$ cat config.mk
export PLATFORM = sky130hd
export DESIGN_NAME = score_keeper
export DESIGN_NICKNAME = d
export VERILOG_FILES = /design/src/rtl/score_pkg.sv /design/src/rtl/score_keeper_bcd_add3.sv /design/src/rtl/score_keeper.sv
export SDC_FILE = /design/constraint.sdc
export NUM_CORES = 1
export LEC_CHECK = 0
export BUFFER_PORTS_ARGS = -buffer_cell sky130_fd_sc_hd__buf_2
export CAP_MARGIN = 30
export CELL_PAD_IN_SITES_DETAIL_PLACEMENT = 1
export CELL_PAD_IN_SITES_GLOBAL_PLACEMENT = 1
export CORE_MARGIN = 1
export CORE_UTILIZATION = 46
export CTS_BUF_LIST = sky130_fd_sc_hd__clkbuf_16
export DETAILED_ROUTE_END_ITERATION = 7
export MAX_ROUTING_LAYER = met4
export PLACE_DENSITY_LB_ADDON = 0.1
export SLEW_MARGIN = 20
export SYNTH_ARGS = -nofsm -noshare
export SYNTH_HDL_FRONTEND = slang
export SYNTH_SLANG_ARGS = --single-unit
export TNS_END_PERCENT = 50
$ cat constraint.sdc
create_clock -name CLOCK_50 -period 17.1 [get_ports CLOCK_50]
set_clock_uncertainty 0.05 [all_clocks]
set_input_delay 1.71 -clock CLOCK_50 [delete_from_list [all_inputs] [get_ports CLOCK_50]]
set_output_delay 1.71 -clock CLOCK_50 [all_outputs]
set_load 0.02 [all_outputs]
$ cat src/rtl/score_pkg.sv
// score_pkg
// Shared definitions for the score_keeper round controller:
//   - state_e       : FSM state encodings (IDLE/PLAYING/OVER; code 2'd3 is illegal)
//   - BCD_W/NDIGITS : digit width and number of score digits
//   - MAX_SCORE_BCD : saturation value of the 3-digit BCD score
//   - bcd_gt()      : magnitude compare of two packed BCD values, MSB digit first
package score_pkg;

  typedef enum logic [1:0] {
    ST_IDLE    = 2'd0,
    ST_PLAYING = 2'd1,
    ST_OVER    = 2'd2
  } state_e;

  localparam int          BCD_W         = 4;
  localparam int          NDIGITS       = 3;
  localparam logic [11:0] MAX_SCORE_BCD = 12'h999;

  // True when a > b. The first digit that differs, scanning from the
  // hundreds digit down, decides the result.
  function automatic logic bcd_gt(input logic [11:0] a, input logic [11:0] b);
    logic decided;
    logic result;
    decided = 1'b0;
    result  = 1'b0;
    for (int i = NDIGITS - 1; i >= 0; i--) begin
      if (!decided && (a[i*BCD_W +: BCD_W] != b[i*BCD_W +: BCD_W])) begin
        decided = 1'b1;
        result  = (a[i*BCD_W +: BCD_W] > b[i*BCD_W +: BCD_W]);
      end else begin
        decided = decided;
      end
    end
    return result;
  endfunction

endpackage

$ cat src/rtl/score_keeper_bcd_add3.sv
// bcd_add3
// Combinational 3-digit BCD adder: sum_bcd = a_bcd + inc_bcd, saturating at 999.
// Ports:
//   a_bcd   in  12  {hundreds, tens, ones} operand
//   inc_bcd in   4  single BCD digit added to the ones position
//   sum_bcd out 12  BCD result, clamped to 999 on overflow
module bcd_add3
  import score_pkg::*;
(
  input  logic [11:0] a_bcd,
  input  logic [3:0]  inc_bcd,
  output logic [11:0] sum_bcd
);

  logic [11:0] raw_s;
  logic [4:0]  dsum_s;
  logic [4:0]  dadj_s;
  logic        carry_s;

  // Digit-serial ripple add; a carry out of the hundreds digit means overflow.
  always_comb begin
    raw_s   = 12'h000;
    dsum_s  = 5'd0;
    dadj_s  = 5'd0;
    carry_s = 1'b0;
    for (int i = 0; i < NDIGITS; i++) begin
      dsum_s = {1'b0, a_bcd[i*BCD_W +: BCD_W]} + {4'd0, carry_s};
      if (i == 0) begin
        dsum_s = dsum_s + {1'b0, inc_bcd};
      end else begin
        dsum_s = dsum_s;
      end
      if (dsum_s > 5'd9) begin
        dadj_s  = dsum_s - 5'd10;
        carry_s = 1'b1;
      end else begin
        dadj_s  = dsum_s;
        carry_s = 1'b0;
      end
      raw_s[i*BCD_W +: BCD_W] = dadj_s[3:0];
    end
    if (carry_s) begin
      sum_bcd = MAX_SCORE_BCD;
    end else begin
      sum_bcd = raw_s;
    end
  end

endmodule

$ cat src/rtl/score_keeper.sv
// score_keeper
// Round/score controller downstream of the 1-minute countdown timer.
// Ports:
//   CLOCK_50      in   1  system clock
//   reset         in   1  synchronous, active-high reset
//   start         in   1  level; rising edge starts a round
//   hit           in   1  level; rising edge is one player hit
//   timer_done    in   1  level from countdown timer; rising edge ends the round
//   timer_restart out  1  one-cycle pulse asking the timer to reload 1:00
//   score_bcd     out 12  current score, {hundreds, tens, ones}
//   high_bcd      out 12  best score since reset, {hundreds, tens, ones}
//   playing       out  1  high while in PLAYING
//   game_over     out  1  high while in OVER
// All outputs are registered; there is no combinational input-to-output path.
module score_keeper
  import score_pkg::*;
#(
  parameter logic [3:0] POINTS_PER_HIT = 4'd1,
  parameter int         MAX_SCORE      = 999
) (
  input  logic        CLOCK_50,
  input  logic        reset,
  input  logic        start,
  input  logic        hit,
  input  logic        timer_done,
  output logic        timer_restart,
  output logic [11:0] score_bcd,
  output logic [11:0] high_bcd,
  output logic        playing,
  output logic        game_over
);

  if ((POINTS_PER_HIT < 4'd1) || (POINTS_PER_HIT > 4'd9) || (MAX_SCORE != 999)) begin : g_param_bad
    $error("score_keeper: POINTS_PER_HIT must be 1..9 and MAX_SCORE must be 999");
  end

  state_e      state_q, state_d;
  logic [11:0] score_q, score_d;
  logic [11:0] high_q, high_d;
  logic        timer_restart_q, timer_restart_d;
  logic        playing_q, playing_d;
  logic        game_over_q, game_over_d;
  logic        start_prev_q, start_prev_d;
  logic        hit_prev_q, hit_prev_d;
  logic        done_prev_q, done_prev_d;

  logic        rise_start_s, rise_hit_s, rise_done_s;
  logic [11:0] sum_s;

  assign rise_start_s = start & ~start_prev_q;
  assign rise_hit_s   = hit & ~hit_prev_q;
  assign rise_done_s  = timer_done & ~done_prev_q;

  bcd_add3 u_add (
    .a_bcd   (score_q),
    .inc_bcd (POINTS_PER_HIT),
    .sum_bcd (sum_s)
  );

  // Next-state, score and high-score computation.
  always_comb begin
    state_d         = state_q;
    score_d         = score_q;
    high_d          = high_q;
    timer_restart_d = 1'b0;
    start_prev_d    = start;
    hit_prev_d      = hit;
    done_prev_d     = timer_done;
    case (state_q)
      ST_IDLE, ST_OVER: begin
        if (rise_start_s) begin
          state_d         = ST_PLAYING;
          score_d         = 12'h000;
          timer_restart_d = 1'b1;
        end else begin
          state_d = state_q;
        end
      end
      ST_PLAYING: begin
        if (rise_hit_s) begin
          score_d = sum_s;
        end else begin
          score_d = score_q;
        end
        // A hit in the same cycle is already folded into score_d here.
        if (rise_done_s) begin
          state_d = ST_OVER;
          if (bcd_gt(score_d, high_q)) begin
            high_d = score_d;
          end else begin
            high_d = high_q;
          end
        end else begin
          state_d = ST_PLAYING;
        end
      end
      default: begin
        state_d = ST_IDLE;
      end
    endcase
    playing_d   = (state_d == ST_PLAYING);
    game_over_d = (state_d == ST_OVER);
  end

  // State and output registers; edge history resets high so held inputs do not fire.
  always_ff @(posedge CLOCK_50) begin
    if (reset) begin
      state_q         <= ST_IDLE;
      score_q         <= 12'h000;
      high_q          <= 12'h000;
      timer_restart_q <= 1'b0;
      playing_q       <= 1'b0;
      game_over_q     <= 1'b0;
      start_prev_q    <= 1'b1;
      hit_prev_q      <= 1'b1;
      done_prev_q     <= 1'b1;
    end else begin
      state_q         <= state_d;
      score_q         <= score_d;
      high_q          <= high_d;
      timer_restart_q <= timer_restart_d;
      playing_q       <= playing_d;
      game_over_q     <= game_over_d;
      start_prev_q    <= start_prev_d;
      hit_prev_q      <= hit_prev_d;
      done_prev_q     <= done_prev_d;
    end
  end

  assign timer_restart = timer_restart_q;
  assign score_bcd     = score_q;
  assign high_bcd      = high_q;
  assign playing       = playing_q;
  assign game_over     = game_over_q;

endmodule
# [After elaboration in Yosys (flattened, before gate mapping)]
# Cells that the tools add are included.
[classes] n_addsub=6 mul=0 div_mod_pow=0 magnitude_cmp=6 eq_ne=8 shifts=0 n_mux=26 bitwise=7 reduce_logical=10
[op_table] op="$mux W12" n=4
[op_table] op="$pmux W12 S2" n=1
[op_table] op="$gt A5 B4 Y1 const B" n=3
[op_table] op="$mux W1" n=15
[op_table] op="$gt A4 B4 Y1" n=3
[op_table] op="$mux W4" n=3
[op_table] op="$ne A4 B4 Y1" n=3
[op_table] op="$sub A4 B4 Y4 const B" n=3
[op_table] op="$add A4 B1 Y5" n=2
[op_table] op="$add A4 B1 Y5 const B" n=1
[op_table] op="$eq A2 B1 Y1 const B" n=2
[op_table] op="$eq A2 B2 Y1 const B" n=2
[op_table] op="$mux W2" n=2
[op_table] op="$not A1 Y1" n=4
[op_table] op="$pmux W2 S2" n=1
[op_table] op="$reduce_or A2 Y1" n=2
[op_table] op="$and A1 B1 Y1" n=3
[op_table] op="$reduce_and A3 Y1" n=1
[op_table] op="$logic_and A1 B1 Y1" n=2
[op_table] op="$logic_not A1 Y1" n=2
[op_table] op="$logic_not A2 Y1" n=1
[op_table] op="$ne A2 B2 Y1 const B" n=1
[op_table] op="$reduce_and A2 Y1" n=1
[op_table] op="$reduce_bool A2 Y1" n=1
[totals] regBits=32 latchBits=0 mem_bits_rw=0 romBits=0 inputBits=5 out_inout_bits=27 elab_cells=72 n_memories=0

# [Longest topological paths before layout]
# Gate-level depths: netlist of run 1.
[depth] depth_word=27 mapped_depth=33

# [Hierarchy]
# Synthesis of run 1 repeated with hierarchy kept, for this count alone.
[hier_totals] hier_cells=277 hier_area_um2=2363.5
[modules_own_cells] mod="score_keeper" n_inst=1 cells_per_inst=175 area_per_inst_um2=1647.8 seq_area_each_um2=640.6
[modules_own_cells] mod="bcd_add3" n_inst=1 cells_per_inst=102 area_per_inst_um2=715.7 seq_area_each_um2=0.0

# [Least setup slack after synthesis of run 1]
# Ideal clock, no wire load.
[synth_timing] path_kind="reg-to-reg" startpoint="register score_q[0] (netlist: score_bcd[0])" endpoint="register high_q[10] (netlist: high_bcd[10])" setup_ps=86 arrival_ps=6505 slack_ps=10460 path_stages_with_launch=33 n_path_buf=2 synth_period_minus_slack_ps=6640 path_cell_list="dfxtp_1 -> inv_1 -> ha_1 -> inv_1 -> ha_1 -> nand2b_1 -> a22oi_1 -> a21oi_1 -> nor2_2 -> ha_1 -> ha_1 -> xnor2_1 -> ha_1 -> or2b_2 -> mux2i_2 -> mux2i_1 -> o21ai_0 -> ha_1 -> ha_1 -> nand2b_1 -> a31oi_1 -> o31ai_4 -> or4_1 -> o211a_1 -> inv_1 -> ha_1 -> a2111oi_0 -> o31ai_1 -> nand4b_1 -> buf_4 -> buf_2 -> nor2_1 -> a211oi_1"
[synth_between] elab_chain_cells=27
[synth_lines] item="from (decl)" line_no="score_keeper.sv:38" text="logic [11:0] score_q, score_d;"
[synth_lines] item="from (signal assigned)" line_no="score_keeper.sv:119" text="score_q <= score_d;"
[synth_lines] item="$add A4 B1 Y5" line_no="score_keeper_bcd_add3.sv:29" text="dsum_s = dsum_s + {1'b0, inc_bcd};"
[synth_lines] item="$gt A5 B4 Y1" line_no="score_keeper_bcd_add3.sv:33" text="if (dsum_s > 5'd9) begin"
[synth_lines] item="$mux W1" line_no="score_keeper_bcd_add3.sv:33"
[synth_lines] item="$add A4 B1 Y5" line_no="score_keeper_bcd_add3.sv:27" text="dsum_s = {1'b0, a_bcd[i*BCD_W +: BCD_W]} + {4'd0, carry_s};"
[synth_lines] item="$gt A5 B4 Y1" line_no="score_keeper_bcd_add3.sv:33"
[synth_lines] item="$mux W1" line_no="score_keeper_bcd_add3.sv:33"
[synth_lines] item="$add A4 B1 Y5" line_no="score_keeper_bcd_add3.sv:27"
[synth_lines] item="$sub A4 B4 Y4 / $gt A5 B4 Y1 (equally long branches)" line_no="score_keeper_bcd_add3.sv:34, score_keeper_bcd_add3.sv:33"
[synth_lines] item="[... 11 more ...]"
[synth_lines] item="$mux W1" line_no="score_keeper.sv:86" text="if (rise_done_s) begin"
[synth_lines] item="$mux W1" line_no="score_keeper.sv:69" text="case (state_q)"
[synth_lines] item="$logic_not A1 Y1" line_no="score_pkg.sv:27" text="if (!decided && (a[i*BCD_W +: BCD_W] != b[i*BCD_W +: BCD_W])) begin"
[synth_lines] item="$logic_and A1 B1 Y1" line_no="score_pkg.sv:27"
[synth_lines] item="$mux W1" line_no="score_pkg.sv:27"
[synth_lines] item="$mux W1" line_no="score_keeper.sv:86"
[synth_lines] item="$mux W1" line_no="score_keeper.sv:69"
[synth_lines] item="$reduce_and A3 Y1 (no source line)"
[synth_lines] item="to (signal assigned)" line_no="score_keeper.sv:120" text="high_q <= high_d;"
[synth_lines] item="to (decl)" line_no="score_keeper.sv:39" text="logic [11:0] high_q, high_d;"
# Mark *: on every way between the ends. The rest lies on a longest branch, timed or not. The select of a mux whose other input is x is not followed.
# A chain may end at the register's enable or synchronous reset.

# [Worst setup path in the final report of run 1]
[layout_timing] startpoint="register score_q[0] (netlist: score_bcd[0])" endpoint="register high_q[3] (netlist: high_bcd[3])"
# The elaborated chain is that of the path after synthesis.

==> results.md, run 1 <==
- Status: complete, no violations
- Die height: 72.6 um
- I/O Pins: 32
- Switching share of power: 23.4%
- Final HPWL DP: 4.64 mm
- Root Driver: clkbuf_16
- Syn avg cell area: 8.04 um2
- Max-slew headroom: 42.9%
- Fraction of registers with async set/reset: 0%
- Avg WL per Cell: 17.1 um
- Crit. End Element: register
- Area occupied by multi-input gates: 1480 um2
- Worst EP required: 17.26 ns
- ANT nets after route: 0
- Commonest non-fill, non-tap cell in the layout: dfxtp_1
- Detailed Routing Iterations Pass 1: 4
- Clock Sinks: 32
- Routed via count: 2,185
- Post-CTS setup buffer count: 0
- Peak VDD IR: 0.0000526 V
- Post-synth EDFFs: 0
- Synthesized cell area: 2290 um2
- Chip width: 72.6 um
- Placed Cells: 370
- Worst Setup SP: score_bcd[0]
- Main flop type after synthesis: dfxtp_1
- Crit-path max cell delay: 0.52 ns
- Most frequent cells in the layout: dfxtp_1 (32), nor2_1 (31), buf_2 (31)
- Worst path slowest cell: or4_1
- Layout Utilization: 54.9%
- FMAX: 133 MHz
- Sw power: 40.4 uW
- Fraction of the cycle the final worst path needs: 44.0%
- Register area share after synthesis: 28.0%
- Post-CTS Resized: 0
- Worst-margin pin slew: 0.853 ns
- Vias in the first global route: 2,188
- Final wirelength: 6.47 mm
- Critical path's most frequent cell: ha_1
- Initial Util: 48.2%
- CTS Hold Bufs: 0
- LEAKAGE: 0.00111 uW
- Detailed router's first-iteration violation count: 93
- Via/cell ratio: 5.78
- Max-cap violations: 0
- Layout Nets: 336
- CTS tree: done
- Finished Layout Cells: 378
- Internal: 132 uW
- Clock power frac: 48.6%
- TritonCTS buffer count: 5
- Hold Path Stages: 2
- First-pass GRT wire length: 10.6 mm
- DP Worst Slack: 9.44 ns
- Cell Pwr Density: 66.0 nW/um2
- Worst hold start: high_bcd[10]
- Initial antenna violation count: 0
- Clock Latency Late Sink: 0.28 ns
- Syn Nets: 310
- PortBufs: 31
- Crit Path Category: register to register
- Worst R2R Path Depth: 31
- Gr usage total: 27.1%
- Final Hold Viols: 0
- CP Max Fanout: 16
- Placeable Area: 4750 um2
- R2R Path Start: score_bcd[0]
- FF/Latch Area: 641 um2
- Layout cells sized above 1: 18.3%
- Antenna Cells: 0
- Max Slew Vio Count: 0
- Final setup viols: 0
- Worst setup SP type: register
- Synthesis Warnings: 0
- DRC viols: 0
- Number of fill cells: 614
- Hold Path Class: register to register
- Setup tns final: 0 ns
- CTS clk-pin slew, worst paths: 0.05 ns
- Unrepaired setup endpoints after global routing: false
- Die area: 5270 um2
- Crit path DAT: 7.68 ns
- Final worst slack: 9.58 ns
- Area Growth Syn to Fin: 13.9%
- Core Rows: 25
- Mapped Cells: 285
- CTS H-tree depth: 2
- Clock Path Buffers: 2
- Hold slack final: 0.472 ns
- Crit path time final: 7.52 ns
- Global route overflow: 0
- Largest net degree at the start of global routing: 33
- Yosys reg bits: 32
- Count of cell types in the netlist: 61
- Sequential Power Share: 44.2%
- Final GP Congestion: 0.863
- Logic pwr share: 7.2%
critical path: cells and delay by family (launching register included):
| family | cells | cell delay [ns] |
|---|---|---|
| muxes | 3 | 0.73 |
| xor gates and xnor gates | 1 | 0.10 |
| DFF | 1 | 0.46 |
| buffers and inverters | 4 | 0.51 |
| AOI/OAI and AO/OA | 8 | 1.85 |
| and+or+nand+nor | 7 | 1.61 |
| adders and majority gates | 8 | 2.14 |
state kept, by name, indices dropped and copies added (netlist names):
name	flops
score_bcd	12
done_prev_q	1
game_over	1
start_prev_q	1
state_q	2
timer_restart	1
hit_prev_q	1
high_bcd	12
playing	1
cell usage after synthesis (2+ instances only):
cell type | n | share of area, %
buf_2 | 5 | 1.1
nand2b_1 | 16 | 4.4
a31oi_1 | 5 | 1.4
inv_1 | 27 | 4.4
nor3_1 | 4 | 0.87
a2bb2oi_1 | 3 | 1.1
or2_2 | 4 | 1.1
nand4_1 | 4 | 1.1
dfxtp_1 | 32 | 28
nand3_1 | 6 | 1.3
buf_4 | 2 | 0.66
mux2_2 | 2 | 0.98
a21oi_1 | 13 | 2.8
ha_1 | 20 | 11
a211oi_1 | 5 | 1.6
a21boi_0 | 2 | 0.66
nand2_1 | 16 | 2.6
nand3b_1 | 2 | 0.66
a21o_1 | 5 | 1.6
xnor2_1 | 3 | 1.1
a22oi_1 | 6 | 2.0
nor2_1 | 31 | 5.1
o21ai_0 | 12 | 2.6
o31ai_1 | 4 | 1.3
clkbuf_1 | 5 | 0.82
and2_1 | 2 | 0.55
a211o_1 | 3 | 1.1
a221oi_1 | 2 | 0.76
nor2b_1 | 3 | 0.82
mux2i_1 | 5 | 2.2
o211ai_1 | 2 | 0.66
and2b_1 | 2 | 0.66
o22ai_1 | 4 | 1.1
power by group through the flow:
stage	logic, uW	clock network [uW]	registers, uW
final	12.3	83.7	76.2
after global routing	13.7	87.9	76.2
after CTS	12.3	85.2	76.2
after detailed placement	12.2	0	77.7
after global placement	12.0	0	77.7
after floorplan	7.84	0	78.1
routing by layer:
| layer | GRT usage [%] | up-vias | wire length (um) |
|---|---|---|---|
| met5 | - | - | 0 |
| met4 | 10.0 | 0 | 134 |
| met3 | 4.28 | 11 | 186 |
| met2 | 44.0 | 37 | 3130 |
| met1 | 33.9 | 1067 | 3010 |
| li1 | - | 1070 | - |
final timing paths:
path,endpoint,slack (ns)
worst min-delay path,high_bcd[10],0.47
worst max register to register,high_bcd[3],9.58
worst max-delay path,high_bcd[3],9.58
worst min register to register,high_bcd[10],0.47
logic make-up (layout without fill, tap and decap cells):
| family | count (synthesis) | in the layout | synth area share (%) |
|---|---|---|---|
| and+or+nand+nor | 101 | 101 | 23.2 |
| xor gates and xnor gates | 3 | 3 | 1.15 |
| adders and majority gates | 20 | 20 | 10.9 |
| buffers and inverters | 41 | 67 | 7.65 |
| AOI/OAI and AO/OA | 80 | 80 | 25.4 |
| DFF | 32 | 32 | 28.0 |
| muxes | 8 | 8 | 3.77 |
final cells by class:
class	count	area share, %
Clock buffer	5	4.80
Tap cell	67	3.21
Inverter	27	3.88
Clock inverter	2	0.336
Sequential cell	32	24.6
Multi-Input combinational cell	212	56.5
Timing Repair Buffer	33	6.67
through the flow:
step | area [um2] | total power, uW
detailed placement | 2460 | 89.9
CTS | 2600 | 174
floorplan | 2290 | 86.0
global placement | 2460 | 89.7
finish | 2610 | 172
global route | 2610 | 178
No activity file was read; power rests on OpenSTA's default activity.
==> inputs of run 2 (changes only) <==
--- a/config.mk
+++ b/config.mk
@@ -10,7 +10,7 @@
 export CELL_PAD_IN_SITES_DETAIL_PLACEMENT = 1
 export CELL_PAD_IN_SITES_GLOBAL_PLACEMENT = 1
 export CORE_MARGIN = 1
-export CORE_UTILIZATION = 46
+export CORE_UTILIZATION = 38
 export CTS_BUF_LIST = sky130_fd_sc_hd__clkbuf_16
 export DETAILED_ROUTE_END_ITERATION = 7
 export MAX_ROUTING_LAYER = met4
==> constraint.sdc (replaced) <==
create_clock -name CLOCK_50 -period 6.8 [get_ports CLOCK_50]
set_clock_uncertainty 0.05 [all_clocks]
set_input_delay 0.68 -clock CLOCK_50 [delete_from_list [all_inputs] [get_ports CLOCK_50]]
set_output_delay 0.68 -clock CLOCK_50 [all_outputs]
set_load 0.02 [all_outputs]
==> run 2 against run 1 <==
Global-route usage fell by 3.4 points. Sequential share of layout area fell by 0.87 points. Via count rose by 0.96%. Highest routed layer unchanged. Non-clock buffer count rose by 8. Core utilization fell by 6.4 points. Flip-flop and latch count did not move. Critical path type unchanged. Cell count rose by 3.7%.
==> results.md, run 2 (synthesis results as in run 1) <==
- Layout Nets: 344 (+2.4%)
- Hold Path Class: register to register
- Most frequent cells in the layout: nor2_1 (31), buf_2 (31), dfxtp_1 (30)
- WP buf/inv: 6 (+2)
- Worst EP required: 6.96 ns (-10.30 ns)
- Core Rows: 27 (+8.0%)
- Worst setup SP type: register
- Root Driver: clkbuf_16
- Worst path slowest cell: a31oi_1
- Finished Layout Cells: 392 (+3.7%)
- Worst Setup SP: score_bcd[0]
- Avg WL per Cell: 17.0 um (-0.40%)
- Placed Cells: 384 (+3.8%)
- Clock Path Buffers: 2 (unchanged)
- Routed via count: 2,206 (+0.96%)
- CTS tree: done
- PortBufs: 31 (unchanged)
- Final Hold Viols: 0 (unchanged)
- DRC viols: 0 (unchanged)
- Final worst slack: 0.418 ns (-9.16 ns)
- Placeable Area: 5640 um2 (+19%)
- Largest net degree at the start of global routing: 33 (unchanged)
- Antenna Cells: 0 (unchanged)
- Vias in the first global route: 2,243 (+2.5%)
- Area Growth Syn to Fin: 19.4%
- DP Worst Slack: -0.0118 ns (-9.45 ns)
- TritonCTS buffer count: 5 (unchanged)
- Max Slew Vio Count: 0 (unchanged)
- CTS clk-pin slew, worst paths: 0.06 ns (about the same)
- I/O Pins: 32 (unchanged)
- Crit-path max cell delay: 0.41 ns (-0.11 ns)
- Crit Path Category: register to register
- Initial Util: 40.6% (-7.6 points)
- Cell Pwr Density: 162 nW/um2 (+150%)
- LEAKAGE: 0.00115 uW (+4.2%)
- Clock Sinks: 32 (unchanged)
- Status: complete, no violations
- Via/cell ratio: 5.63 (-2.6%)
- Crit path DAT: 6.55 ns (-1.13 ns)
- Gr usage total: 23.7% (-3.4 points)
- Detailed Routing Iterations Pass 1: 4 (unchanged)
- Final wirelength: 6.68 mm (+3.3%)
- Global route overflow: 0 (unchanged)
- Initial antenna violation count: 0 (unchanged)
- Layout cells sized above 1: 23.8% (+5.4 points)
- Fraction of the cycle the final worst path needs: 93.9% (+50 points)
- First-pass GRT wire length: 11.3 mm (+6.5%)
- Max-slew headroom: 41.3% (-1.7 points)
- Detailed router's first-iteration violation count: 60 (-35%)
- Max-cap violations: 0 (unchanged)
- Clock Latency Late Sink: 0.28 ns (about the same)
- Die height: 79.6 um (+9.7%)
- Worst hold start: high_bcd[9]
- Unrepaired setup endpoints after global routing: false
- Final GP Congestion: 0.839 (-2.9%)
- Final HPWL DP: 5.02 mm (+8.1%)
- CP top delay family: adder cells
- CP Max Fanout: 10 (-6)
- Chip width: 79.6 um (+9.7%)
- Number of fill cells: 696 (+13%)
- CTS H-tree depth: 2 (unchanged)
- Peak VDD IR: 0.0000895 V (+70%)
- Critical path's most frequent cell: ha_1
- Final setup viols: 0 (unchanged)
- ANT nets after route: 0 (unchanged)
- Die area: 6340 um2 (+20%)
- Crit path time final: 6.38 ns (-1.14 ns)
- Worst-margin pin slew: 0.878 ns (+0.0249 ns)
- R2R Path Start: score_bcd[0]
- Crit. End Element: register
- FMAX: 157 MHz (+18%)
[run 2: changes by cell type in the layout (fill, tap and decap cells not counted), moves of 2 or more]
cell     delta
a21oi_2     +2
o21ai_0     -2
a21oi_1     -2
o21ai_1     +2
dfxtp_1     -2
dfxtp_4     +2
buf_4       +9
[run 2: worst paths after layout]
| path | end | slack [ns] | cells past startpoint |
|---|---|---|---|
| min | high_bcd[9] | 0.46 | 2 |
| min reg2reg | high_bcd[9] | 0.46 | 2 |
| max | high_bcd[3] | 0.42 | 31 |
| max reg2reg | high_bcd[3] | 0.42 | 31 |
[run 2: final cells by class]
type	count	area, um2	area share, %
clock buffers	5	125	4.57
clock inverters	3	18.8	0.686
inverters	27	101	3.70
multi-input cells	212	1520	55.6
flip-flops and latches	32	648	23.7
well taps	72	90.1	3.29
repair buffers	41	230	8.41
[run 2: worst reg2reg max path: cells and delay by family, from the launching register on]
family / cells / cell delay, ns
adders and majority gates: 7 / 1.79
DFF: 1 / 0.39
and+or+nand+nor: 8 / 1.11
AOI/OAI and AO/OA: 8 / 1.74
muxes: 2 / 0.53
buffers and inverters: 6 / 0.71
[run 2: per-layer routing]
metal  wire length [um]  vias up  GRT usage [%]  share of wire (%)
met5                  0        -              -                  0
met4                103        0           7.64                1.5
met3                233       12           3.09                3.5
met2               3150       40           37.9                 47
met1               3190     1067           30.7                 48
li1                   -     1087              -                  -
[run 2: what timing repair did]
action	4_1_cts	5_1_grt
gates resized for setup	2	13
pin swaps	0	1
cloned	0	0
hold buffers	0	0
endpoints found under the setup margin	4	12
setup buffers	0	0
[run 2: where the power goes]
group	leakage [uW]	internal [uW]	total [uW]	switching [uW]
Combinational	0.000819	10.6	32.0	21.4
Clock	0.0000736	135	221	85.9
Sequential	0.000261	189	191	1.47
Total	0.00115	335	443	109
[run 2: through the flow]
stage	cell area [um2]	power, uW	util (%)	TNS (ns)	hold WS [ns]
2_1_floorplan	2290	216	-	0	0.458
5_1_grt	2740	458	48.5	0	0.489
4_1_cts	2690	450	47.7	0	0.457
6_report	2740	443	48.5	0	0.460
3_5_place_dp	2540	227	45.0	-0.0118	0.440
3_3_place_gp	2540	227	45.0	0	0.448
